$ cat src/rtl/frame_spill_unit_if.sv
// Data-memory port used by the frame spill unit: one word per accepted cycle,
// with write/read requests held until the memory raises mem_ready.
interface frame_spill_unit_if #(
  parameter int WORD_W = 16,
  parameter int ADDR_W = 16
);
  logic [ADDR_W-1:0] mem_addr;
  logic [WORD_W-1:0] mem_wdata;
  logic              mem_we;
  logic              mem_re;
  logic [WORD_W-1:0] mem_rdata;
  logic              mem_ready;

  modport master (
    output mem_addr, mem_wdata, mem_we, mem_re,
    input  mem_rdata, mem_ready
  );

  modport slave (
    input  mem_addr, mem_wdata, mem_we, mem_re,
    output mem_rdata, mem_ready
  );
endinterface

$ cat src/rtl/frame_spill_unit.sv
// Spills the register-file call frame to a memory stack word by word and
// reloads it on restore, stalling the core through busy while transferring.
module frame_spill_unit #(
  parameter int          WORD_W     = 16,
  parameter int          NUM_WORDS  = 15,
  parameter logic [15:0] STACK_BASE = 16'hF000,
  parameter int          MAX_DEPTH  = 16
) (
  input  logic                          clk,
  input  logic                          rst_n,
  input  logic                          save_req,
  input  logic                          restore_req,
  input  logic [WORD_W*NUM_WORDS-1:0]   frame_in,
  output logic [WORD_W*NUM_WORDS-1:0]   frame_out,
  output logic                          restore,
  output logic                          busy,
  output logic                          done,
  output logic                          err_overflow,
  output logic                          err_underflow,
  output logic [4:0]                    depth,
  frame_spill_unit_if.master            mem
);

  localparam int               CNT_W      = $clog2(NUM_WORDS);
  localparam logic [CNT_W-1:0] LAST_IDX   = CNT_W'(NUM_WORDS - 1);
  localparam logic [4:0]       DEPTH_MAX  = 5'(MAX_DEPTH);
  localparam logic [15:0]      FRAME_STEP = 16'(NUM_WORDS);

  typedef enum logic [1:0] {
    S_IDLE  = 2'd0,
    S_SAVE  = 2'd1,
    S_LOAD  = 2'd2,
    S_APPLY = 2'd3
  } state_t;

  state_t                      state;
  state_t                      state_nxt;
  logic [WORD_W-1:0]           shadow [NUM_WORDS];
  logic [WORD_W*NUM_WORDS-1:0] frame_merged;
  logic [CNT_W-1:0]            cnt;
  logic [15:0]                 sp;
  logic                        go_save;
  logic                        go_load;
  logic                        last_beat;

  // Request decode: save wins over restore, full/empty stack rejects.
  always_comb begin
    go_save   = (state == S_IDLE) && save_req && (depth != DEPTH_MAX);
    go_load   = (state == S_IDLE) && !save_req && restore_req && (depth != 5'd0);
    last_beat = mem.mem_ready && (cnt == LAST_IDX);
  end

  // The final read word bypasses the shadow so frame_out is complete in APPLY.
  always_comb begin
    frame_merged = '0;
    for (int i = 0; i < NUM_WORDS; i++) begin
      if (CNT_W'(i) == cnt) begin
        frame_merged[i*WORD_W +: WORD_W] = mem.mem_rdata;
      end else begin
        frame_merged[i*WORD_W +: WORD_W] = shadow[i];
      end
    end
  end

  always_ff @(posedge clk or negedge rst_n) begin
    if (!rst_n) begin
      state <= S_IDLE;
    end else begin
      state <= state_nxt;
    end
  end

  always_comb begin
    state_nxt = state;
    case (state)
      S_IDLE: begin
        if (go_save) begin
          state_nxt = S_SAVE;
        end else if (go_load) begin
          state_nxt = S_LOAD;
        end
      end
      S_SAVE: begin
        if (last_beat) begin
          state_nxt = S_IDLE;
        end
      end
      S_LOAD: begin
        if (last_beat) begin
          state_nxt = S_APPLY;
        end
      end
      S_APPLY: state_nxt = S_IDLE;
      default: state_nxt = S_IDLE;
    endcase
  end

  always_comb begin
    busy          = (state != S_IDLE);
    restore       = (state == S_APPLY);
    done          = ((state == S_SAVE) && last_beat) || (state == S_APPLY);
    mem.mem_we    = (state == S_SAVE);
    mem.mem_re    = (state == S_LOAD);
    mem.mem_addr  = '0;
    mem.mem_wdata = '0;
    if (state == S_SAVE) begin
      mem.mem_addr  = sp + 16'(cnt);
      mem.mem_wdata = shadow[cnt];
    end else if (state == S_LOAD) begin
      mem.mem_addr  = sp + 16'(cnt);
    end
  end

  // Shadow frame: snapshot on save acceptance, filled word by word on load.
  always_ff @(posedge clk) begin
    if (go_save) begin
      for (int i = 0; i < NUM_WORDS; i++) begin
        shadow[i] <= frame_in[i*WORD_W +: WORD_W];
      end
    end else if ((state == S_LOAD) && mem.mem_ready) begin
      shadow[cnt] <= mem.mem_rdata;
    end
  end

  always_ff @(posedge clk or negedge rst_n) begin
    if (!rst_n) begin
      sp            <= STACK_BASE;
      depth         <= 5'd0;
      cnt           <= '0;
      frame_out     <= '0;
      err_overflow  <= 1'b0;
      err_underflow <= 1'b0;
    end else begin
      err_overflow  <= (state == S_IDLE) && save_req && (depth == DEPTH_MAX);
      err_underflow <= (state == S_IDLE) && !save_req && restore_req && (depth == 5'd0);

      if (go_save) begin
        cnt <= '0;
      end

      // The stack pointer drops on load entry so addresses count upward.
      if (go_load) begin
        sp    <= sp - FRAME_STEP;
        depth <= depth - 5'd1;
        cnt   <= '0;
      end

      if (((state == S_SAVE) || (state == S_LOAD)) && mem.mem_ready) begin
        cnt <= last_beat ? '0 : cnt + CNT_W'(1);
      end

      if ((state == S_SAVE) && last_beat) begin
        sp    <= sp + FRAME_STEP;
        depth <= depth + 5'd1;
      end

      if ((state == S_LOAD) && last_beat) begin
        frame_out <= frame_merged;
      end
    end
  end

endmodule

$ cat src/flat_wrapper.sv
// flat-port wrapper written by rule: the top's interface ports become plain ports
module frame_spill_unit_flat 
#(
  parameter int          WORD_W     = 16,
  parameter int          NUM_WORDS  = 15,
  parameter logic [15:0] STACK_BASE = 16'hF000,
  parameter int          MAX_DEPTH  = 16
)
  (clk, rst_n, save_req, restore_req, frame_in, frame_out, restore, busy, done, err_overflow, err_underflow, depth, mem_mem_addr, mem_mem_wdata, mem_mem_we, mem_mem_re, mem_mem_rdata, mem_mem_ready);
  frame_spill_unit_if #(.WORD_W(WORD_W)) mem_i ();
  input  logic clk;
  input  logic rst_n;
  input  logic save_req;
  input  logic restore_req;
  input  logic [WORD_W*NUM_WORDS-1:0] frame_in;
  output logic [WORD_W*NUM_WORDS-1:0] frame_out;
  output logic restore;
  output logic busy;
  output logic done;
  output logic err_overflow;
  output logic err_underflow;
  output logic [4:0] depth;
  output wire logic [$bits(mem_i.mem_addr)-1:0] mem_mem_addr;
  output wire logic [$bits(mem_i.mem_wdata)-1:0] mem_mem_wdata;
  output wire logic [$bits(mem_i.mem_we)-1:0] mem_mem_we;
  output wire logic [$bits(mem_i.mem_re)-1:0] mem_mem_re;
  input wire logic [$bits(mem_i.mem_rdata)-1:0] mem_mem_rdata;
  input wire logic [$bits(mem_i.mem_ready)-1:0] mem_mem_ready;
  assign mem_mem_addr = mem_i.mem_addr;
  assign mem_mem_wdata = mem_i.mem_wdata;
  assign mem_mem_we = mem_i.mem_we;
  assign mem_mem_re = mem_i.mem_re;
  assign mem_i.mem_rdata = mem_mem_rdata;
  assign mem_i.mem_ready = mem_mem_ready;
  frame_spill_unit #(.WORD_W(WORD_W), .NUM_WORDS(NUM_WORDS), .STACK_BASE(STACK_BASE), .MAX_DEPTH(MAX_DEPTH)) u_core (.clk(clk), .rst_n(rst_n), .save_req(save_req), .restore_req(restore_req), .frame_in(frame_in), .frame_out(frame_out), .restore(restore), .busy(busy), .done(done), .err_overflow(err_overflow), .err_underflow(err_underflow), .depth(depth), .mem(mem_i));
endmodule
$ cat config.mk
export PLATFORM = sky130hd
export DESIGN_NAME = frame_spill_unit_flat
export DESIGN_NICKNAME = d
export VERILOG_FILES = /design/src/rtl/frame_spill_unit_if.sv /design/src/rtl/frame_spill_unit.sv /design/src/flat_wrapper.sv
export SDC_FILE = /design/constraint.sdc
export NUM_CORES = 1
export LEC_CHECK = 0
export CELL_PAD_IN_SITES_DETAIL_PLACEMENT = 2
export CELL_PAD_IN_SITES_GLOBAL_PLACEMENT = 2
export CORE_ASPECT_RATIO = 1.25
export CORE_MARGIN = 4
export CORE_UTILIZATION = 34
export CTS_BUF_LIST = sky130_fd_sc_hd__clkbuf_8
export DETAILED_ROUTE_END_ITERATION = 10
export HOLD_SLACK_MARGIN = 0.05
export PLACE_DENSITY = 0.92
export SYNTH_ARGS = -nofsm -noshare
export SYNTH_HDL_FRONTEND = slang
export SYNTH_SLANG_ARGS = --single-unit
$ cat constraint.sdc
create_clock -name clk -period 6.4 [get_ports clk]
set_input_delay 0.96 -clock clk [delete_from_list [all_inputs] [get_ports clk]]
set_output_delay 0.96 -clock clk [all_outputs]
set_load 0.03 [all_outputs]
==> impl_metrics.csv, run 1 <==
group,metric,value,unit
worst_setup_path,reg2reg_depth,6,
finish,area.growth.synth_to_final,33.6,%
clock_network,cts_htree_levels,3,
synthesis,seq_area_frac_synth,58.9,%
global_route,grt-ovfl-total,0,
clock_network,path_clk_slew,70,ps
synthesis,synth_cells,2026,
power,cellLeakagePower,13.5,nW
sta,max_freq,0.192,GHz
routing,num_vias,19799,
power,clkPwrFrac,26.5,%
finish,regArea,14400,um^2
clock_network,insertion_delay,720,ps
finish,layout.nets,2848,
global_route,antenna_found_initial,32,
job,drv_cap,0,
clock_network,cts_tree,"yes",
sta,maxSlewViolCount,0,
synthesis,synth.most_common_cell,"nand2_1",
synthesis,async_reset_ff_share,51.2,%
power,vdd_ir_drop_max,0.227,mV
sta,rsz0062_at_grt,"false",
die,die_x,248,um
sta,setup_viol,0,
worst_setup_path,endpoint_kind,"primary output",
sta,min_period_over_period,81.3,%
clock_network,cts_resized,0,
synthesis,syn_area,24500,um^2
die,num_rows,109,
global_route,grt_pass1_vias,22601,
place,dp_hpwl,84800,um
worst_setup_path,worstPathRequired,5440,ps
die,core-area,71100,um^2
power,seqPwrFrac,40.2,%
clock_network,numCtsBuffers,89,
clock_network,cts_buffer_depth,3,
sta,final.setup.tns,0,ps
finish,final_util,46.0,%
sta,skew,54.4,ps
routing,dr.pass1.iters,5,
finish,fillers,7046,
synthesis,synth_top_area_share,31.4,%
worst_setup_path,r2r_slack,1710,ps
routing,first_iter_violations,1569,
sta,fin_crit,5210,ps
power,power.density,350,nW/um^2
global_route,grt_max_degree,193,
synthesis,ys_warn_count,0,
synthesis,synthTopCellsByArea,"edfxtp_1 (31%), dfrtp_1 (27%), nand2_1 (11%)",
synthesis,synthesis.nets,2314,
synthesis,synth_seq_cells,525,
worst_setup_path,crit_arrival,4250,ps
worst_setup_path,crit-reg2reg-capture,"u_core.shadow[7][5]",
finish,drive_above_1_share,19.8,%
power,p_int,7.14,mW
synthesis,ys.flop_type,"dfrtp_1",
hold_path,worstHoldPathType,"input pin to asynchronous set/reset pin",
clock_network,hold_buffers,0,
worst_setup_path,cp-start-kind,"flip-flop",
sta,tightest_slew,1390,ps
die,die_height,308,um
synthesis,synth-edff-count,256,
global_route,grt_usage,30.6,%
synthesis,yosys.area.top_type,"edfxtp_1",
synthesis,synthTopCellsByCount,"nand2_1 (728), dfrtp_1 (265), edfxtp_1 (256)",
routing,antenna_left,0,
place,io_buffers,544,
place,pre_cts_slack,1440,ps
power,p_comb_share,33.2,%
sta,slew_headroom,6.95,%
finish,multi_input_area,9570,um^2
power,switchingPower,4.32,mW
worst_setup_path,r2r_start,"u_core.cnt[1]",
clock_network,postCtsSetupBuffers,0,
sta,hold_violations,0,
synthesis,avgSynthCellArea,12.1,um^2
worst_setup_path,cp_max_fo,70,
sta,finalWorstSetupSlack,1190,ps
worst_setup_path,critical_path_class,"flip-flop to primary output",
die,start_util,34.4,%
routing,drt-vias-per-instance,5.49,
die,io_pins,545,
routing,drcViolationCount,0,
clock_network,clock-sinks,525,
global_route,grt_pass1_wl,167000,um
synthesis,netlist-cell-type-count,66,
place,routabilityCongestion,0.868,
clock_network,cts_root_buf,"clkbuf_8",
routing,wl_per_cell,33.3,um
status,outcome,"completed",
routing,finalWirelength,120000,um
die,die_area,76400,um^2
power,swShare,37.7,%
[layout make-up]
cell class	count	area share, %
Tap cell	943	3.61
Timing Repair Buffer	571	17.4
Multi-Input combinational cell	1360	29.3
Clock buffer	101	4.25
Inverter	13	0.157
Clock inverter	66	1.03
Sequential cell	525	44.1
Antenna cell	25	0.191
[how the worst max path moves through the flow]
stage / to / depth (start not counted) / slack [ps] / from
finish: mem_mem_addr[13] / 11 / 1190 / u_core.cnt[0]
global route: mem_mem_addr[13] / 11 / 980 / u_core.cnt[0]
CTS: mem_mem_addr[13] / 11 / 1100 / u_core.cnt[0]
detailed placement: u_core.sp[12] / 14 / 1440 / mem_mem_ready
global placement: u_core.sp[12] / 14 / 1470 / mem_mem_ready
floorplan: u_core.sp[12] / 21 / 1720 / u_core.cnt[0]
[layer usage]
layer  global-route usage [%]  share of wire (%)  vias up
met3                     7.63                8.1      314
met1                     33.4                 34    10332
li1                         -                  -     8134
met2                     53.5                 51     1009
met4                     18.4                6.5       10
met5                        0              0.043        -
[critical path, cell delays in order (launching register included)]
cell and delay (ps):
dfrtp_4 490, buf_12 270, ha_1 320, a21o_1 180, a21oi_1 270, nor2b_1 120, o21ai_0 630, nor2_1 200
nand3_1 170, xor2_1 80, nor2_1 110, clkdlybuf4s50_1 700
[state kept, by name, indices dropped and copies added (netlist names)]
signal	cells
u_core.err_overflow	1
u_core.shadow	256
u_core.cnt	4
u_core.sp	16
u_core.frame_out	240
u_core.state	2
u_core.depth	5
u_core.err_underflow	1
[cell usage in the layout, fill, tap and decap left out, types with 8 or more instances in the layout]
cell type        count
a21oi_1             16
a31oi_1              8
and2_1              18
buf_4               24
clkbuf_8           101
clkdlybuf4s50_1    541
clkinv_1            10
clkinv_2            11
dfrtp_1            262
diode_2             25
edfxtp_1           256
ha_1                26
inv_1               50
mux2_2             240
mux2i_1             18
mux4_2              80
nand2_1            728
nand3_1             11
nor2_1              48
o21ai_0             34
o21ai_2             11
xnor2_1             14
xor2_1              17
[power groups by stage]
stage | clock (mW) | sequential (mW) | combinational [mW]
final | 3.04 | 4.61 | 3.81
after global routing | 3.24 | 4.63 | 4.00
after CTS | 3.09 | 4.60 | 3.84
after detailed placement | 0 | 4.65 | 3.79
after global placement | 0 | 4.59 | 3.68
after floorplan | 0 | 4.49 | 2.08
[through the flow]
| step | power (mW) | cell area, um^2 | cells | hold WS, ps |
|---|---|---|---|---|
| 6_report | 11.5 | 32700 | 3604 | 179 |
| 5_1_grt | 11.9 | 32700 | 3595 | 244 |
| 4_1_cts | 11.5 | 32600 | 3579 | 275 |
| 3_5_place_dp | 8.44 | 30900 | 3412 | 459 |
| 3_3_place_gp | 8.27 | 30900 | 3412 | 442 |
| 2_1_floorplan | 6.58 | 24500 | 2026 | 435 |
[logic make-up (layout without fill, tap and decap cells)]
logic type                 Yosys count  in the layout  share of synthesized area (%)
and+or+nand+nor                    857            857                           14.0
DFF                                525            525                           58.9
xor gates and xnor gates            32             32                           1.18
muxes                              338            338                           19.1
AOI/OAI and AO/OA                  104            104                           2.90
buffers and inverters              141            751                           2.37
adders and majority gates           29             29                           1.51
other                                0             25                              0
No activity file was read; power rests on OpenSTA's default activity.
==> inputs of run 2 (changes only) <==
CORE_UTILIZATION = 31   (was 34)
PLACE_DENSITY = 0.89   (was 0.92)
clock period = 4.25 ns   (was 6.4 ns; I/O delays follow)
==> run 2 against run 1 <==
Worst setup slack got worse by 1100 ps. Cell count is 3.6% higher. Design area increased by 1.9%. First-iteration DRC count is 4.7% lower. Worst hold slack lost 110 ps. Highest routed layer unchanged. Combinational power grew 48%. Critical path type unchanged. Total power rose by 54%. Non-clock buffer count increased by 43. Die area rose by 9.4%. Clock skew is 9.1 ps lower. Sequential share of layout area decreased by 0.81 points.
==> impl_metrics.csv, run 2 (synthesis gave the netlist of run 1 again) <==
group,metric,value,unit
status,outcome,"completed",
worst_setup_path,cp_num_buf_inv,2,
worst_setup_path,cp_max_fo,34,
place,dp_hpwl,88000,um
power,vdd_ir_drop_max,0.289,mV
sta,setup_viol,0,
power,cellLeakagePower,13.9,nW
global_route,grt-ovfl-total,0,
finish,top_regs,"u_core.shadow x256, u_core.frame_out x240, u_core.sp x16",
die,num_rows,114,
finish,largest_register_ffs,256,
worst_setup_path,crit_top_cell,"mux4_2",
job,drv_cap,0,
clock_network,clock-sinks,525,
finish,largest_register,"u_core.shadow",
clock_network,cts_root_buf,"clkbuf_8",
sta,fin_crit,4160,ps
routing,dr.pass1.iters,5,
routing,drcViolationCount,0,
worst_setup_path,endpoint_kind,"primary output",
worst_setup_path,crit_chain,"bufbuf_16 -> mux4_2 -> mux4_2 -> and2_1 -> clkdlybuf4s50_1",
sta,rsz0062_at_grt,"false",
clock_network,insertion_delay,730,ps
worst_setup_path,crit_family,"buffers and inverters",
routing,num_vias,19962,
worst_setup_path,worstPathRequired,3610,ps
sta,tightest_slew,1460,ps
sta,slew_headroom,2.39,%
sta,skew,45.3,ps
clock_network,cts_tree,"yes",
power,power.density,529,nW/um^2
finish,fillers,7922,
global_route,grt_pass1_wl,170000,um
die,io_pins,545,
global_route,grt_max_degree,169,
clock_network,cts_buffer_depth,3,
die,die_x,259,um
power,power.total,17.6,mW
worst_setup_path,crit_arrival,3520,ps
finish,final_common_cell,"nand2_1",
sta,max_freq,0.240,GHz
worst_setup_path,critical_path_class,"flip-flop to primary output",
finish,drive_above_1_share,21.2,%
sta,final.setup.tns,0,ps
place,place_inst,3555,
routing,drt-vias-per-instance,5.35,
routing,first_iter_violations,1496,
place,routabilityCongestion,0.898,
routing,finalWirelength,121000,um
worst_setup_path,cp-start-kind,"flip-flop",
hold_path,worstHoldPathType,"input pin to asynchronous set/reset pin",
global_route,antenna_found_initial,13,
worst_setup_path,cpMaxStageDelayCell,"clkdlybuf4s50_1",
sta,maxSlewViolCount,0,
die,die_area,83500,um^2
global_route,grt_pass1_vias,22538,
finish,final_cell_mix,"nand2_1 (728), clkdlybuf4s50_1 (523), dfrtp_1 (261)",
die,die_height,322,um
routing,antenna_left,0,
clock_network,postCtsSetupBuffers,0,
finish,final_cells,3734,
clock_network,path_clk_slew,70,ps
global_route,grt_usage,28.2,%
place,io_buffers,544,
worst_setup_path,cpPeakStageDelay,660,ps
sta,hold_violations,0,
routing,wl_per_cell,32.5,um
sta,min_period_over_period,97.9,%
clock_network,numCtsBuffers,91,
clock_network,cts_htree_levels,3,
die,start_util,31.4,%
die,core-area,77900,um^2
finish,area.growth.synth_to_final,36.1,%
finish,layout.nets,2893,
-- run 2: what timing repair did --
action	CTS	global route
hold buffers	0	0
resized for setup	20	5
setup endpoints to repair	23	6
endpoints found under the hold margin	0	0
cloned	1	0
-- run 2: power by group --
group / internal, mW / switching, mW
clock: 2.57 / 2.36
combinational: 2.32 / 3.33
sequential: 6.22 / 0.816
-- run 2: area by class of cell --
cell class,instances,area (um^2),area share (%)
sequential,525,14400,43.3
multi-input combinational,1360,9560,28.7
timing repair buffer,614,6070,18.2
clock buffer,101,1390,4.17
tap,1044,1310,3.92
clock inverter,68,478,1.43
inverter,13,51.3,0.154
antenna,9,22.5,0.0676
-- run 2: metal layers --
| metal | global-route usage (%) | part of all wire (%) |
|---|---|---|
| met1 | 32.3 | 37 |
| met2 | 51.7 | 52 |
| met3 | 5.49 | 6.5 |
| met4 | 11.6 | 4.4 |
| met5 | 0 | 0.015 |
-- run 2: path summary, 6_finish.rpt --
check                                     startpoint                     to  slack [ps]  depth (start not counted)
worst max-delay path                   u_core.cnt[0]      mem_mem_wdata[15]          90                          5
worst min-delay path                           rst_n   u_core.frame_out[43]          60                          1
worst max register to register         u_core.cnt[0]          u_core.sp[12]         330                         15
worst min register to register  u_core.shadow[9][14]  u_core.frame_out[158]         480                          2
max in group asynchronous                      rst_n  u_core.frame_out[234]        3070                          2
min in group clk                u_core.shadow[9][14]  u_core.frame_out[158]         480                          2
-- run 2: worst reg2reg max path: cells and delay by family, from the launching register on --
| kind | cells | cell delay (ps) |
|---|---|---|
| xor gates and xnor gates | 1 | 110 |
| muxes | 1 | 140 |
| DFF | 1 | 540 |
| and+or+nand+nor | 3 | 830 |
| AOI/OAI and AO/OA | 5 | 1180 |
| adders and majority gates | 3 | 860 |
| buffers and inverters | 2 | 140 |
-- run 2: stage by stage --
stage               worst slack [ps]  hold slack (ps)  cell area (um^2)  utilization, %
floorplan                       71.2              342             24500               -
global placement                 263              450             31400            40.3
detailed placement               217              468             31400            40.3
CTS                             1.63             72.8             33300            42.7
global route                    4.80              118             33300            42.8
finish                          88.4             63.8             33300            42.8
==> inputs of run 3 (changes only) <==
ABC_AREA = 1   (was not set)
CORE_UTILIZATION = 28   (was 31)
PLACE_DENSITY = 0.88   (was 0.89)
==> run 3 against run 2 <==
Flip-flop and latch count unchanged. Routed wire length rose by 12%. Utilization shrank 4.6 points. Fmax grew 0.62%. Cell count rose by 22%. Combinational power is 15% higher. Clock power up 3%. Sequential share of layout area is 0.16 points higher. First-iteration DRC count is 26% higher. Non-clock buffer count fell by 27. Clock-buffer cell count grew 9. Clock skew increased by 4.5 ps. Critical path type unchanged. Critical endpoint is now mem_mem_addr[4]. Largest power group unchanged. Highest routed layer unchanged.
==> impl_metrics.csv, run 3 <==
group,metric,value,unit
status,outcome,"completed",
place,io_buffers,544,
finish,largest_register_ffs,256,
worst_setup_path,crit_top_cell,"nand2_1",
synthesis,synth-edff-count,256,
finish,drive_above_1_share,7.00,%
synthesis,synth_top_area_share,31.4,%
global_route,grt_pass1_vias,26026,
hold_path,hp-start,"u_core.frame_out[141]",
routing,dr.pass1.iters,5,
power,vdd_ir_drop_max,0.475,mV
synthesis,synthTopCellsByCount,"nand2_1 (1155), o21ai_0 (411), dfrtp_1 (265)",
finish,final_util,38.2,%
clock_network,cts_htree_levels,3,
synthesis,synth.most_common_cell,"nand2_1",
die,die_area,92300,um^2
clock_network,cts_root_buf,"clkbuf_8",
synthesis,netlist-cell-type-count,43,
sta,skew,49.7,ps
sta,min_period_over_period,97.3,%
die,start_util,28.2,%
finish,final_common_cell,"nand2_1",
worst_setup_path,cpMaxStageDelayCell,"clkdlybuf4s50_1",
global_route,grt_max_degree,149,
place,place_inst,4350,
routing,antenna_left,0,
power,cellLeakagePower,14.8,nW
power,p_int,11.0,mW
finish,fillers,9573,
worst_setup_path,crit_chain,"ha_1 -> fa_1 -> nand2_1 -> inv_1 -> o21ai_0 -> nand2_1 -> nand2_1 -> nand2_1 -> a31oi_1 -> clkdlybuf4s50_1",
synthesis,async_reset_ff_share,51.2,%
die,io_pins,545,
synthesis,syn_area,24500,um^2
clock_network,postCtsSetupBuffers,0,
worst_setup_path,endpoint_kind,"primary output",
power,seqPwrFrac,38.0,%
finish,layout.nets,3565,
sta,hold_violations,0,
synthesis,yosys.area.top_type,"edfxtp_1",
sta,slew_headroom,18.4,%
die,die_height,339,um
finish,final_cell_mix,"nand2_1 (1155), clkdlybuf4s50_1 (518), o21ai_0 (407)",
worst_setup_path,cp_max_fo,3,
routing,wl_per_cell,29.8,um
synthesis,ys.flop_type,"dfrtp_1",
global_route,grt_pass1_wl,190000,um
synthesis,avgSynthCellArea,8.85,um^2
clock_network,cts_buffer_depth,3,
synthesis,synth_cells,2768,
sta,maxSlewViolCount,0,
worst_setup_path,r2r_start,"u_core.cnt[0]",
place,routabilityCongestion,0.896,
die,core-area,86900,um^2
synthesis,seq_area_frac_synth,58.9,%
routing,drcViolationCount,0,
finish,top_regs,"u_core.shadow x256, u_core.frame_out x240, u_core.sp x16",
sta,holdWs,473,ps
global_route,antenna_found_initial,23,
clock_network,cts_tree,"yes",
routing,num_vias,23703,
die,num_rows,121,
global_route,grt_usage,28.4,%
sta,fin_crit,4140,ps
clock_network,numCtsBuffers,92,
routing,first_iter_violations,1888,
power,p_comb_share,34.8,%
die,die_x,273,um
sta,finalWorstSetupSlack,114,ps
routing,finalWirelength,136000,um
power,swShare,41.2,%
finish,final_cells,4545,
worst_setup_path,r2r_slack,430,ps
sta,rsz0062_at_grt,"false",
hold_path,worstHoldPathType,"flip-flop to flip-flop",
finish,largest_register,"u_core.shadow",
worst_setup_path,crit_arrival,3500,ps
clock_network,path_clk_slew,60,ps
routing,drt-vias-per-instance,5.22,
finish,area.growth.synth_to_final,35.4,%
synthesis,ys_warn_count,0,
job,drv_cap,0,
synthesis,synthTopCellsByArea,"edfxtp_1 (31%), dfrtp_1 (27%), nand2_1 (18%)",
sta,tightest_slew,1220,ps
worst_setup_path,cp-startpoint,"u_core.cnt[0]",
place,dp_hpwl,98200,um
worst_setup_path,cpPeakStageDelay,730,ps
synthesis,synth_seq_cells,525,
global_route,grt-ovfl-total,0,
place,pre_cts_slack,519,ps
worst_setup_path,critical_path_class,"flip-flop to primary output",
clock_network,clock-sinks,525,
clock_network,insertion_delay,740,ps
worst_setup_path,worstPathRequired,3610,ps
power,clkPwrFrac,27.2,%
sta,final.setup.tns,0,ps
sta,max_freq,0.242,GHz
sta,setup_viol,0,
worst_setup_path,cp-start-kind,"flip-flop",
power,switchingPower,7.72,mW
power,power.density,565,nW/um^2
synthesis,synthesis.nets,3056,
-- run 3: metal layers --
| metal | vias up | share of wire (%) | track usage [%] |
|---|---|---|---|
| met3 | 321 | 6.8 | 6.52 |
| met5 | - | 0.036 | 0 |
| met1 | 12160 | 38 | 32.8 |
| met2 | 1029 | 49 | 48.7 |
| met4 | 8 | 6.2 | 15.4 |
| li1 | 10185 | - | - |
-- run 3: cell families after synthesis --
| family | after synthesis | share of synthesized area, % |
|---|---|---|
| AOI/OAI and AO/OA | 538 | 11.7 |
| xor gates and xnor gates | 13 | 0.465 |
| adders and majority gates | 27 | 1.41 |
| buffers and inverters | 280 | 5.13 |
| DFF | 525 | 58.9 |
| and+or+nand+nor | 1385 | 22.4 |
-- run 3: worst max-delay path, delay by kind of cell, from the launching register on --
family | cells | cell delay (ps)
buf+inv | 2 | 790
fa+ha+maj | 2 | 620
compound gates | 2 | 490
flops | 1 | 480
simple gates | 4 | 410
-- run 3: power by group through the flow --
stage          logic, mW  clock network (mW)  registers, mW
6_report            6.52                5.09           7.12
5_1_grt             7.00                5.36           7.15
4_1_cts             6.49                5.15           7.09
3_5_place_dp        6.39                   0           7.17
3_3_place_gp        6.21                   0           7.14
2_1_floorplan       3.20                   0           6.93
-- run 3: layout make-up --
cell class | instances | area [um^2] | share of cell area (%)
Inverter | 108 | 420 | 1.27
Tap cell | 1168 | 1460 | 4.40
Clock buffer | 110 | 1510 | 4.56
Timing Repair Buffer | 587 | 5990 | 18.0
Clock inverter | 64 | 413 | 1.24
Sequential cell | 525 | 14400 | 43.5
Antenna cell | 20 | 50.0 | 0.151
Multi-Input combinational cell | 1963 | 8900 | 26.8
-- run 3: metrics by stage --
step | area, um^2 | power, mW
2_1_floorplan | 24500 | 10.1
3_3_place_gp | 31100 | 13.4
3_5_place_dp | 31100 | 13.6
4_1_cts | 33100 | 18.7
5_1_grt | 33200 | 19.5
6_report | 33200 | 18.7
-- run 3: path summary, 6_finish.rpt --
path                                         endpoint  cells past startpoint
max in group asynchronous        u_core.frame_out[36]                      3
worst min-delay path            u_core.frame_out[141]                      2
min in group asynchronous        u_core.frame_out[16]                      2
worst max register to register  u_core.frame_out[237]                     10
worst max-delay path                  mem_mem_addr[4]                     10
worst min register to register  u_core.frame_out[141]                      2
-- run 3: timing repair --
item,in CTS,in global routing
cloned,0,0
setup endpoints to repair,18,11
hold buffers,1,0
endpoints found under the hold margin,58,0
gates resized for setup,15,9
pin swaps,0,0
